--- src/rtl/mips_mc_pkg.sv ---
// Shared encodings for the multi-cycle MIPS controller: opcodes, funcs, mux selects and the state enum.
// MIPS_MC_BNE_EN adds the bne opcode and its BNE_BR state.
package mips_mc_pkg;

  localparam int STATE_W = 4;

  localparam logic [5:0] OP_RTYPE = 6'b000000;
  localparam logic [5:0] OP_J     = 6'b000010;
  localparam logic [5:0] OP_JAL   = 6'b000011;
  localparam logic [5:0] OP_BEQ   = 6'b000100;
`ifdef MIPS_MC_BNE_EN
  localparam logic [5:0] OP_BNE   = 6'b000101;
`endif
  localparam logic [5:0] OP_ADDI  = 6'b001000;
  localparam logic [5:0] OP_SLTI  = 6'b001010;
  localparam logic [5:0] OP_LW    = 6'b100011;
  localparam logic [5:0] OP_SW    = 6'b101011;

  localparam logic [5:0] FN_JR  = 6'b001000;
  localparam logic [5:0] FN_ADD = 6'b100000;
  localparam logic [5:0] FN_SUB = 6'b100010;
  localparam logic [5:0] FN_AND = 6'b100100;
  localparam logic [5:0] FN_OR  = 6'b100101;
  localparam logic [5:0] FN_SLT = 6'b101010;

  localparam logic [2:0] ALU_ADD = 3'b000;
  localparam logic [2:0] ALU_SUB = 3'b001;
  localparam logic [2:0] ALU_AND = 3'b010;
  localparam logic [2:0] ALU_OR  = 3'b011;

  localparam logic [1:0] PC_SRC_ALU  = 2'b00;
  localparam logic [1:0] PC_SRC_BR   = 2'b01;
  localparam logic [1:0] PC_SRC_JMP  = 2'b10;
  localparam logic [1:0] PC_SRC_REGA = 2'b11;

  localparam logic [1:0] SRCB_B    = 2'b00;
  localparam logic [1:0] SRCB_4    = 2'b01;
  localparam logic [1:0] SRCB_IMM  = 2'b10;
  localparam logic [1:0] SRCB_BOFF = 2'b11;

  localparam logic [1:0] DST_RT = 2'b00;
  localparam logic [1:0] DST_RD = 2'b01;
  localparam logic [1:0] DST_RA = 2'b10;

  localparam logic [1:0] M2R_ALU = 2'b00;
  localparam logic [1:0] M2R_MDR = 2'b01;
  localparam logic [1:0] M2R_PC  = 2'b10;

  typedef enum logic [STATE_W-1:0] {
    S_FETCH, S_DECODE, S_MEM_ADDR, S_MEM_RD, S_MEM_WB, S_MEM_WR,
    S_R_EXEC, S_R_WB, S_I_EXEC, S_I_WB, S_BRANCH, S_JUMP, S_JAL, S_JR
`ifdef MIPS_MC_BNE_EN
    , S_BNE_BR
`endif
  } state_t;

  function automatic logic func_known(input logic [5:0] f);
    return (f == FN_ADD) || (f == FN_SUB) || (f == FN_AND) ||
           (f == FN_OR) || (f == FN_SLT);
  endfunction

  function automatic logic [2:0] func_alu_opc(input logic [5:0] f);
    case (f)
      FN_SUB, FN_SLT: return ALU_SUB;
      FN_AND:         return ALU_AND;
      FN_OR:          return ALU_OR;
      default:        return ALU_ADD;
    endcase
  endfunction

endpackage

--- src/rtl/mips_mc_next_state.sv ---
// Combinational next-state decode for the multi-cycle MIPS controller.
// MIPS_MC_BNE_EN routes opcode 000101 to BNE_BR; otherwise it falls back to FETCH.
module mips_mc_next_state
  import mips_mc_pkg::*;
(
  input  logic [STATE_W-1:0] i_state,
  input  logic [5:0]         i_opcode,
  input  logic [5:0]         i_func,
  output logic [STATE_W-1:0] o_next
);

  always_comb begin
    o_next = S_FETCH;
    case (state_t'(i_state))
      S_FETCH: o_next = S_DECODE;
      S_DECODE: begin
        case (i_opcode)
          OP_LW, OP_SW:    o_next = S_MEM_ADDR;
          OP_RTYPE:        o_next = (i_func == FN_JR) ? S_JR : S_R_EXEC;
          OP_ADDI, OP_SLTI: o_next = S_I_EXEC;
          OP_BEQ:          o_next = S_BRANCH;
`ifdef MIPS_MC_BNE_EN
          OP_BNE:          o_next = S_BNE_BR;
`endif
          OP_J:            o_next = S_JUMP;
          OP_JAL:          o_next = S_JAL;
          default:         o_next = S_FETCH;
        endcase
      end
      S_MEM_ADDR: o_next = (i_opcode == OP_SW) ? S_MEM_WR : S_MEM_RD;
      S_MEM_RD:   o_next = S_MEM_WB;
      S_R_EXEC:   o_next = S_R_WB;
      S_I_EXEC:   o_next = S_I_WB;
      default:    o_next = S_FETCH;
    endcase
  end

endmodule

--- src/rtl/mips_multicycle_controller.sv ---
// Moore controller for the shared multi-cycle MIPS datapath; state register plus output decode.
// Build with MIPS_MC_BNE_EN to add bne (branch taken on ~zero).
module mips_multicycle_controller
  import mips_mc_pkg::*;
(
  input  logic               clk,
  input  logic               rst,
  input  logic [5:0]         opcode,
  input  logic [5:0]         func,
  input  logic               zero,
  output logic               pc_wr_en,
  output logic               pc_wr_cond,
  output logic               pc_ld_en,
  output logic [1:0]         pc_src,
  output logic               i_or_d,
  output logic               mem_rd_en,
  output logic               mem_wr_en,
  output logic               ir_wr_en,
  output logic               reg_wr_en,
  output logic [1:0]         reg_dst,
  output logic [1:0]         mem_to_reg,
  output logic               alu_src_a,
  output logic [1:0]         alu_src_b,
  output logic [2:0]         alu_opc,
  output logic               slt_alu_sel,
  output logic               instr_done,
  output logic [STATE_W-1:0] state_o
);

  state_t               r_state;
  logic [STATE_W-1:0]   w_next;
  logic                 w_taken;

  mips_mc_next_state u_next (
    .i_state  (r_state),
    .i_opcode (opcode),
    .i_func   (func),
    .o_next   (w_next)
  );

  always_ff @(posedge clk or posedge rst) begin
    if (rst) r_state <= S_FETCH;
    else     r_state <= state_t'(w_next);
  end

  assign state_o = r_state;

  // Outputs follow the current state; rst gates them so an aborted instruction writes nothing.
  always_comb begin
    pc_wr_en    = 1'b0;
    pc_wr_cond  = 1'b0;
    pc_src      = PC_SRC_ALU;
    i_or_d      = 1'b0;
    mem_rd_en   = 1'b0;
    mem_wr_en   = 1'b0;
    ir_wr_en    = 1'b0;
    reg_wr_en   = 1'b0;
    reg_dst     = DST_RT;
    mem_to_reg  = M2R_ALU;
    alu_src_a   = 1'b0;
    alu_src_b   = SRCB_B;
    alu_opc     = ALU_ADD;
    slt_alu_sel = 1'b0;
    instr_done  = 1'b0;
    w_taken     = zero;
    if (!rst) begin
      case (r_state)
        S_FETCH: begin
          mem_rd_en = 1'b1;
          ir_wr_en  = 1'b1;
          alu_src_b = SRCB_4;
          pc_src    = PC_SRC_ALU;
          pc_wr_en  = 1'b1;
        end
        S_DECODE: begin
          alu_src_b  = SRCB_BOFF;
          instr_done = (w_next == S_FETCH);
        end
        S_MEM_ADDR: begin
          alu_src_a = 1'b1;
          alu_src_b = SRCB_IMM;
        end
        S_MEM_RD: begin
          i_or_d    = 1'b1;
          mem_rd_en = 1'b1;
        end
        S_MEM_WB: begin
          reg_wr_en  = 1'b1;
          reg_dst    = DST_RT;
          mem_to_reg = M2R_MDR;
          instr_done = 1'b1;
        end
        S_MEM_WR: begin
          i_or_d     = 1'b1;
          mem_wr_en  = 1'b1;
          instr_done = 1'b1;
        end
        S_R_EXEC: begin
          alu_src_a = 1'b1;
          alu_src_b = SRCB_B;
          alu_opc   = func_alu_opc(func);
        end
        S_R_WB: begin
          reg_wr_en   = func_known(func);
          reg_dst     = DST_RD;
          mem_to_reg  = M2R_ALU;
          slt_alu_sel = (func != FN_SLT);
          instr_done  = 1'b1;
        end
        S_I_EXEC: begin
          alu_src_a = 1'b1;
          alu_src_b = SRCB_IMM;
          alu_opc   = (opcode == OP_SLTI) ? ALU_SUB : ALU_ADD;
        end
        S_I_WB: begin
          reg_wr_en   = 1'b1;
          reg_dst     = DST_RT;
          mem_to_reg  = M2R_ALU;
          slt_alu_sel = (opcode == OP_ADDI);
          instr_done  = 1'b1;
        end
        S_BRANCH: begin
          alu_src_a  = 1'b1;
          alu_opc    = ALU_SUB;
          pc_wr_cond = 1'b1;
          pc_src     = PC_SRC_BR;
          instr_done = 1'b1;
        end
`ifdef MIPS_MC_BNE_EN
        S_BNE_BR: begin
          alu_src_a  = 1'b1;
          alu_opc    = ALU_SUB;
          pc_wr_cond = 1'b1;
          pc_src     = PC_SRC_BR;
          instr_done = 1'b1;
          w_taken    = ~zero;
        end
`endif
        S_JUMP: begin
          pc_src     = PC_SRC_JMP;
          pc_wr_en   = 1'b1;
          instr_done = 1'b1;
        end
        S_JAL: begin
          pc_src     = PC_SRC_JMP;
          pc_wr_en   = 1'b1;
          reg_wr_en  = 1'b1;
          reg_dst    = DST_RA;
          mem_to_reg = M2R_PC;
          instr_done = 1'b1;
        end
        S_JR: begin
          pc_src     = PC_SRC_REGA;
          pc_wr_en   = 1'b1;
          instr_done = 1'b1;
        end
        default: ;
      endcase
    end
    pc_ld_en = pc_wr_en | (pc_wr_cond & w_taken);
  end

endmodule
--- config.mk ---
export PLATFORM = sky130hd
export DESIGN_NAME = mips_multicycle_controller
export DESIGN_NICKNAME = d
export VERILOG_FILES = /design/src/rtl/mips_mc_pkg.sv /design/src/rtl/mips_mc_next_state.sv /design/src/rtl/mips_multicycle_controller.sv
export SDC_FILE = /design/constraint.sdc
export NUM_CORES = 1
export LEC_CHECK = 0
export ABC_AREA = 0
export BUFFER_PORTS_ARGS = -buffer_cell sky130_fd_sc_hd__buf_2
export CAP_MARGIN = 10
export CORE_ASPECT_RATIO = 0.75
export CORE_UTILIZATION = 44
export DETAILED_ROUTE_END_ITERATION = 10
export HOLD_SLACK_MARGIN = 0.05
export PLACE_DENSITY = 0.74
export SYNTH_ARGS = -nofsm -noshare
export SYNTH_HDL_FRONTEND = slang
export SYNTH_SLANG_ARGS = --single-unit
export TNS_END_PERCENT = 10
--- constraint.sdc ---
create_clock -name clk -period 2.09 [get_ports clk]
set_input_delay 0.3135 -clock clk [delete_from_list [all_inputs] [get_ports clk]]
set_output_delay 0.3135 -clock clk [all_outputs]
set_load 0.02 [all_outputs]
==> flow_metrics.tcl, run 1 <==
set metrics [dict create \
    coreArea_um2 1560 \
    p_switching_w 0.000458 \
    die_y_um 38.5 \
    cp-end-kind "primary output" \
    nets 172 \
    power_frac_clock_pct 12.2 \
    hp-class "primary input to flop" \
    initial_core_util_pct 49.9 \
    io_pins 41 \
    n_antenna_cell 0 \
    rsz0062_at_grt "true" \
    timing.fmax_mhz 444 \
    seqCellArea_um2 100 \
    combPwrFrac_pct 75.4 \
    timing.setup.critical_path_class "flop to primary output" \
    p_leak_nw 0.545 \
    root_buffer "clkbuf_4" \
    cap_violations 0 \
    period_needed_ns 2.25 \
    seq_area_frac_synth_pct 12.8 \
    drt_iter0_markers 40 \
    cts_inserted_buffers 3 \
    place_inst 170 \
    grt_pass1_wl_mm 3.76 \
    netlist_top_cells_area "dfrtp_1, nor2_1, nor2b_1" \
    relSlewSlack_pct 65.6 \
    syn_area_um2 779 \
    largest_register_ffs 4 \
    syn_nets 124 \
    cts_tree "done" \
    hold_slack_ns 0.408 \
    finClkSkew_ns 0.00351 \
    multi_input_area_um2 651 \
    outcome "complete, but fails checks" \
    cts.htree.levels 1 \
    worst_pin_slew_ns 0.511 \
    worstSkewPairLatency_ns 0.25 \
    avgSynthCellArea_um2 7.15 \
    cts_sinks 4 \
    finish.instance_area_um2 1090 \
    grt-ovfl-total 0 \
    grt_max_degree 20 \
    synth_top_cell_area_share_pct 12.8 \
    fin_util_pct 70.0 \
    synth_top_cell_by_area "dfrtp_1" \
    finalWeightedCongestion 0.887 \
    finalMaxSlewViolations 0 \
    setup_viol 2 \
    syn_inst 109 \
    start_kind "flop" \
    cpMaxStageDelayCell "or4b_4" \
    synth_enable_flop_cells 0 \
    async_flop_share_pct 100 \
    yosysMostFrequentCell "nor2_1" \
    cp_top_family "simple AND/OR/NAND/NOR gates" \
    finalHoldViolCount 0 \
    ant_nets 0 \
    nFillCells 151 \
    synth_flop_cell "dfrtp_1" \
    synth_commonest_cells "nor2_1, nand2_1, nor2b_1, nor3_1, nand2b_1" \
    die_area_um2 1950 \
    grt_pass1_vias 865 \
    swShare_pct 53.0 \
    ys_types 48 \
    cp_num_buf_inv 1 \
    power_density_nw_per_um2 789 \
    drc_errors 0 \
    crit_arrival_ns 1.94 \
    dr.pass1.iters 4 \
    cts_buffer_depth 2 \
    crit_chain "or4b_4, nor3_4, a32oi_1, o41ai_2, o31ai_1, buf_2" \
    syn2layout_area_growth_pct 40.3 \
    vias 1008 \
    drt_wl_total_mm 2.39 \
    setup_ws_ns -0.164 \
    path_max_fanout 3 \
    ys_seq_elements 4 \
    via_per_inst 5.73 \
    drive_above_1_share_pct 41.9 \
    place.detailed.hpwl_mm 1.79 \
    grtUsageTotal_pct 26.2 \
    ys_warn_count 0 \
    dpl_worst_slack_ns 0.0549 \
    p_int_w 0.000405 \
    vdd_drop_max_mv 0.774 \
    placed_area_um2 1020 \
    port_buffers 39 \
    stdcell_count 176 \
    cts.clk_slew.worst_paths_ns 0.04 \
    fin_crit_sh_pct 108 \
    p_seq_share_pct 12.4 \
    violations "setup timing" \
    row_count 12 \
    critPathMaxStageDelay_ns 0.57 \
    antenna_found_initial 0 \
    die_w_um 50.6 \
    critPathRequiredTime_ns 1.78 \
    wl_per_cell_um 13.6 \
]
==> power by group through the flow <==
stage / combinational, W / clock [W] / sequential [W]
2_1_floorplan: 0.000396 / 0 / 0.000149
3_3_place_gp: 0.000606 / 0 / 0.000108
3_5_place_dp: 0.000617 / 0 / 0.000109
4_1_cts: 0.000633 / 0.000102 / 0.000108
5_1_grt: 0.000703 / 0.000113 / 0.000111
6_report: 0.000650 / 0.000105 / 0.000107
==> layout by cell type, fill, tap and decap left out, types with 2 or more instances in the layout <==
cell | netlist | final
a21oi_1 | 4 | 4
and3_1 | 2 | 2
and3b_1 | 2 | 2
buf_2 | 0 | 39
buf_4 | 1 | 9
clkbuf_4 | 0 | 3
dfrtp_1 | 4 | 4
dlygate4sd3_1 | 0 | 2
inv_1 | 3 | 3
mux2i_1 | 2 | 2
nand2_1 | 9 | 9
nand2b_1 | 5 | 5
nand3b_1 | 2 | 2
nor2_1 | 18 | 17
nor2b_1 | 6 | 5
nor3_1 | 6 | 4
nor3_2 | 1 | 2
nor4b_1 | 2 | 2
o211ai_1 | 2 | 2
o21ai_0 | 3 | 3
o31ai_1 | 2 | 2
or4b_4 | 2 | 2
xnor2_1 | 2 | 2
==> logic make-up after synthesis <==
kind of cell / count (synthesis) / synth area share [%]
and+or+nand+nor: 64 / 46.9
AOI/OAI and AO/OA: 25 / 26.6
buffers and inverters: 10 / 7.22
DFF: 4 / 12.8
xor gates and xnor gates: 3 / 3.37
muxes: 2 / 2.57
other: 1 / 0.481
==> final timing paths <==
path	startpoint	end	slack, ns	cells after the start
worst max-delay path	state_o[3]	instr_done	-0.16	6
worst min-delay path	opcode[4]	state_o[1]	0.41	2
worst max register to register	state_o[3]	state_o[3]	0.47	5
worst min register to register	state_o[3]	state_o[2]	0.67	2
max in group asynchronous	rst	state_o[1]	1.31	3
min in group asynchronous	rst	state_o[0]	0.64	3
==> cell type report <==
type | count | area share (%)
well taps | 21 | 2.40
clock buffers | 3 | 2.06
multi-input cells | 95 | 59.5
repair buffers | 50 | 25.9
inverters | 3 | 1.03
flip-flops and latches | 4 | 9.15
==> routing by layer <==
metal / up-vias / part of all wire, % / GRT usage (%)
li1: 499 / - / -
met1: 469 / 45 / 34.0
met2: 38 / 48 / 44.7
met3: 2 / 6.1 / 3.17
met4: 0 / 0.88 / 10.4
met5: - / 0 / 0
==> repair_timing <==
item                       4_1_cts  5_1_grt
hold endpoints to repair         2        0
buffers inserted                 0        1
resized for setup                2        3
setup endpoints to repair        1        4
hold buffers                     2        0
==> metrics by stage <==
step,setup TNS [ns],total power [W]
3_3_place_gp,0,0.000714
3_5_place_dp,0,0.000726
6_report,-0.168,0.000863
2_1_floorplan,-0.0361,0.000546
5_1_grt,-0.334,0.000927
4_1_cts,-0.123,0.000843
(Power assumes the default switching activity.)
==> run 2, diff against run 1 <==
--- a/config.mk
+++ b/config.mk
@@ -13,6 +13,7 @@
 export DETAILED_ROUTE_END_ITERATION = 10
 export HOLD_SLACK_MARGIN = 0.05
 export PLACE_DENSITY = 0.74
+export SKIP_LAST_GASP = 1
 export SYNTH_ARGS = -nofsm -noshare
 export SYNTH_HDL_FRONTEND = slang
 export SYNTH_SLANG_ARGS = --single-unit
==> flow_metrics.tcl, run 2 (synthesis results as in run 1) <==
set metrics [dict create \
    ff2ff_path_depth 5 \
    place.detailed.hpwl_mm 1.79 \
    syn2layout_area_growth_pct 39.0 \
    die_area_um2 1950 \
    placed_area_um2 1020 \
    start_kind "flop" \
    p_leak_nw 0.543 \
    rsz0062_at_grt "true" \
    path_max_fanout 5 \
    cts_tree "done" \
    worstSkewPairLatency_ns 0.25 \
    coreArea_um2 1560 \
    row_count 12 \
    crit_arrival_ns 1.95 \
    finClkSkew_ns 0.00446 \
    grtUsageTotal_pct 26.2 \
    finalHoldViolCount 0 \
    outcome "complete, but fails checks" \
    power_density_nw_per_um2 795 \
    cp-end-kind "primary output" \
    cts_buffer_depth 2 \
    violations "setup timing" \
    finalMaxSlewViolations 0 \
    via_per_inst 5.77 \
    period_needed_ns 2.26 \
    finalWeightedCongestion 0.887 \
    hold_path_depth 2 \
    fin_tns_setup_ns -0.172 \
    n_antenna_cell 0 \
    ant_nets 0 \
    final_cell_mix "buf_2, nor2_1, nand2_1, buf_4, nor2b_1" \
    drt_wl_total_mm 2.40 \
    min_from "opcode[4]" \
    nFillCells 151 \
    largest_register_ffs 4 \
    drc_errors 0 \
    io_pins 41 \
    timing.setup.critical_path_class "flop to primary output" \
    fin_crit_sh_pct 108 \
    cts_inserted_buffers 3 \
    r2r-end "state_o[3]" \
    cts.clk_slew.worst_paths_ns 0.04 \
    relSlewSlack_pct 65.2 \
    port_buffers 39 \
    cts_sinks 4 \
    fin_total_pwr_w 0.000861 \
    grt_pass1_wl_mm 3.76 \
    final_common_cell "buf_2" \
    initial_core_util_pct 49.9 \
    vias 1015 \
    wl_per_cell_um 13.6 \
    finish.instance_area_um2 1080 \
    hp-class "primary input to flop" \
    critPathRequiredTime_ns 1.78 \
    cts.htree.levels 1 \
    grt-ovfl-total 0 \
    drive_above_1_share_pct 40.0 \
    die_w_um 50.6 \
    drt_iter0_markers 43 \
    cap_violations 0 \
    multi_input_area_um2 641 \
    root_buffer "clkbuf_4" \
    worst_pin_slew_ns 0.518 \
    hold_end "state_o[1]" \
    setup_ws_ns -0.169 \
    grt_pass1_vias 865 \
    dr.pass1.iters 4 \
    reg2reg_setup_slack_ns 0.48 \
    seqCellArea_um2 100 \
    nets 172 \
    timing.fmax_mhz 443 \
    antenna_found_initial 0 \
    die_y_um 38.5 \
    grt_max_degree 20 \
    vdd_drop_max_mv 0.776 \
    r2r-start "state_o[3]" \
    setup_viol 2 \
]
## run 2: worst max-delay path by stage
| stage | start | to | slack, ns | cells past startpoint |
|---|---|---|---|---|
| finish | state_o[2] | instr_done | -0.17 | 6 |
| global route | state_o[2] | instr_done | -0.25 | 6 |
| detailed placement | opcode[1] | instr_done | 0.05 | 6 |
| floorplan | state_o[1] | alu_src_a | -0.04 | 4 |
| CTS | state_o[3] | instr_done | -0.12 | 6 |
| global placement | opcode[2] | instr_done | 0.07 | 7 |
## run 2: per-stage QoR
stage	setup WS (ns)	hold slack, ns	utilization [%]	std cells
3_5_place_dp	0.0549	0.307	65.5	170
2_1_floorplan	-0.0361	0.104	-	109
4_1_cts	-0.118	0.375	68.9	175
5_1_grt	-0.247	0.422	69.4	176
3_3_place_gp	0.0674	0.301	65.5	170
6_report	-0.169	0.402	69.4	176
## run 2: cell type report
class | instances | area share, %
tap | 21 | 2.42
clock buffer | 3 | 2.08
sequential | 4 | 9.24
multi-input combinational | 95 | 59.1
timing repair buffer | 50 | 26.1
inverter | 3 | 1.04
## run 2: power breakdown
| group | internal [W] | switching, W | total, W |
|---|---|---|---|
| Sequential | 0.0000971 | 0.0000103 | 0.000107 |
| Clock | 0.0000649 | 0.0000410 | 0.000106 |
| Combinational | 0.000241 | 0.000406 | 0.000648 |
| Total | 0.000403 | 0.000458 | 0.000861 |
## run 2: worst max-delay path, stage by stage (launching register included)
cell     delay [ns]
dfrtp_1        0.39
buf_4          0.16
or3_1          0.45
nor3_2         0.16
nand2_1        0.08
o31ai_1        0.24
buf_2          0.22
## run 2: what timing repair did
item	4_1_cts	5_1_grt
hold buffers	2	0
gates resized for setup	2	0
hold endpoints to repair	2	0
endpoints found under the setup margin	1	4
setup buffers	0	1
## run 2: metal layers
metal / up-vias / part of all wire, % / global-route usage, %
li1: 496 / - / -
met1: 482 / 46 / 34.0
met2: 35 / 47 / 44.7
met3: 2 / 5.9 / 3.17
met4: 0 / 0.88 / 10.4
met5: - / 0 / 0
==> run 3, diff against run 2 <==
--- a/config.mk
+++ b/config.mk
@@ -9,10 +9,11 @@
 export BUFFER_PORTS_ARGS = -buffer_cell sky130_fd_sc_hd__buf_2
 export CAP_MARGIN = 10
 export CORE_ASPECT_RATIO = 0.75
-export CORE_UTILIZATION = 44
+export CORE_UTILIZATION = 40
 export DETAILED_ROUTE_END_ITERATION = 10
+export GPL_ROUTABILITY_DRIVEN = 0
 export HOLD_SLACK_MARGIN = 0.05
-export PLACE_DENSITY = 0.74
+export PLACE_DENSITY = 0.71
 export SKIP_LAST_GASP = 1
 export SYNTH_ARGS = -nofsm -noshare
 export SYNTH_HDL_FRONTEND = slang
==> constraint.sdc (replaced) <==
create_clock -name clk -period 1.88 [get_ports clk]
set_input_delay 0.282 -clock clk [delete_from_list [all_inputs] [get_ports clk]]
set_output_delay 0.282 -clock clk [all_outputs]
set_load 0.02 [all_outputs]
==> flow_metrics.tcl, run 3 (synthesis results as in run 1) <==
set metrics [dict create \
    outcome "complete, but fails checks" \
    violations "setup timing" \
    hold_slack_ns 0.113 \
    coreArea_um2 1770 \
    crit_chain "or4b_4, nor3_4, a32oi_1, o41ai_2, o31ai_1, buf_2" \
    root_buffer "clkbuf_4" \
    port_buffers 39 \
    io_pins 41 \
    drt_wl_total_mm 2.51 \
    period_needed_ns 2.16 \
    n_antenna_cell 0 \
    grt_max_degree 20 \
    dr.pass1.iters 4 \
    wl_met3_um 181 \
    grt_pass1_vias 881 \
    cp-end-kind "primary output" \
    cpMaxStageDelayCell "or4b_4" \
    path_max_fanout 3 \
    finalHoldViolCount 0 \
    fin_crit_sh_pct 115 \
    cts_tree "done" \
    drive_above_1_share_pct 47.1 \
    fin_total_pwr_w 0.000998 \
    place.detailed.hpwl_mm 2.01 \
    final_cell_mix "buf_2, buf_4, nor2_1" \
    cts_inserted_buffers 3 \
    rsz0062_at_grt "true" \
    top_layer "met4" \
    setup_viol 10 \
    die_area_um2 2130 \
    antenna_found_initial 0 \
    placed_area_um2 1160 \
    vdd_drop_max_mv 0.597 \
    finalMaxSlewViolations 0 \
    r2r-end "state_o[3]" \
    cts_sinks 4 \
    critPathMaxStageDelay_ns 0.59 \
    timing.setup.critical_path_class "flop to primary output" \
    ant_nets 0 \
    row_count 13 \
    start_kind "flop" \
    setup_ws_ns -0.280 \
    final_common_cell "buf_2" \
    p_leak_nw 0.618 \
    initial_core_util_pct 44.0 \
    syn2layout_area_growth_pct 54.4 \
    die_y_um 40.2 \
    finish.instance_area_um2 1200 \
    hp-class "primary input to async pin" \
    reg2reg_setup_slack_ns 0.30 \
    drc_errors 0 \
    power_density_nw_per_um2 829 \
    seqCellArea_um2 100 \
    via_per_inst 5.63 \
    timing.fmax_mhz 463 \
    cap_violations 0 \
    grtUsageTotal_pct 26.9 \
    worstSkewPairLatency_ns 0.24 \
    finClkSkew_ns 0.00482 \
    holdBufCountCts 0 \
    crit_arrival_ns 1.88 \
    cts_buffer_depth 2 \
    cts.clk_slew.worst_paths_ns 0.04 \
    nFillCells 152 \
    wl_per_cell_um 13.1 \
    drt_iter0_markers 35 \
    nets 187 \
    fin_tns_setup_ns -1.16 \
    cts.htree.levels 1 \
    grt-ovfl-total 0 \
    grt_pass1_wl_mm 4.00 \
    multi_input_area_um2 652 \
    critPathRequiredTime_ns 1.60 \
    r2r-start "state_o[1]" \
    ff2ff_path_depth 5 \
    die_w_um 53.0 \
    post_cts_buffers 0 \
    wl_met2_mm 1.09 \
    vias 1081 \
    wl_met1_mm 1.22 \
    largest_register_ffs 4 \
]
-- run 3: timing repair --
action                     in CTS  in global routing
cloned                          0                  0
hold endpoints to repair        0                  0
pin swaps                       1                  0
gates resized for setup         3                  0
setup endpoints to repair       9                 16
-- run 3: worst max-delay path by stage --
| stage | cells after the start | slack, ns | from | to |
|---|---|---|---|---|
| 2_1_floorplan | 5 | -0.19 | state_o[3] | instr_done |
| 3_3_place_gp | 7 | -0.06 | opcode[2] | instr_done |
| 3_5_place_dp | 6 | -0.1 | opcode[1] | instr_done |
| 4_1_cts | 6 | -0.26 | state_o[1] | instr_done |
| 5_1_grt | 6 | -0.36 | state_o[1] | instr_done |
| 6_report | 6 | -0.28 | state_o[1] | instr_done |
-- run 3: layer usage --
layer	GRT usage, %	vias up
met4	10.5	0
met5	0	-
met1	38.6	504
met2	39.9	47
met3	4.55	4
li1	-	526
-- run 3: area by class of cell --
class                   instances  area share [%]
flip-flops and latches          4            8.32
multi-input cells              95            54.2
well taps                      22            2.29
clock buffers                   3            1.87
inverters                       3           0.936
repair buffers                 65            32.4
-- run 3: metrics by stage --
step / util, % / setup slack, ns / std cells
2_1_floorplan: - / -0.192 / 109
3_3_place_gp: 65.6 / -0.0616 / 189
3_5_place_dp: 65.6 / -0.0967 / 189
4_1_cts: 67.9 / -0.264 / 192
5_1_grt: 67.9 / -0.360 / 192
6_report: 67.9 / -0.280 / 192
-- run 3: where the power goes --
part	internal, W	switching [W]	total [W]	leakage, nW
logic	0.000305	0.000467	0.000772	0.552
clock network	0.0000715	0.0000357	0.000107	0.0138
registers	0.000108	0.0000104	0.000118	0.0531
total	0.000484	0.000513	0.000998	0.618
-- run 3: worst max-delay path: cells and delay by family (launching register included) --
family                 cells  cell delay [ns]
AO/OA/AOI/OAI              3             0.36
buffers and inverters      1             0.17
flip-flops                 1             0.36
AND/OR/NAND/NOR            2             0.76
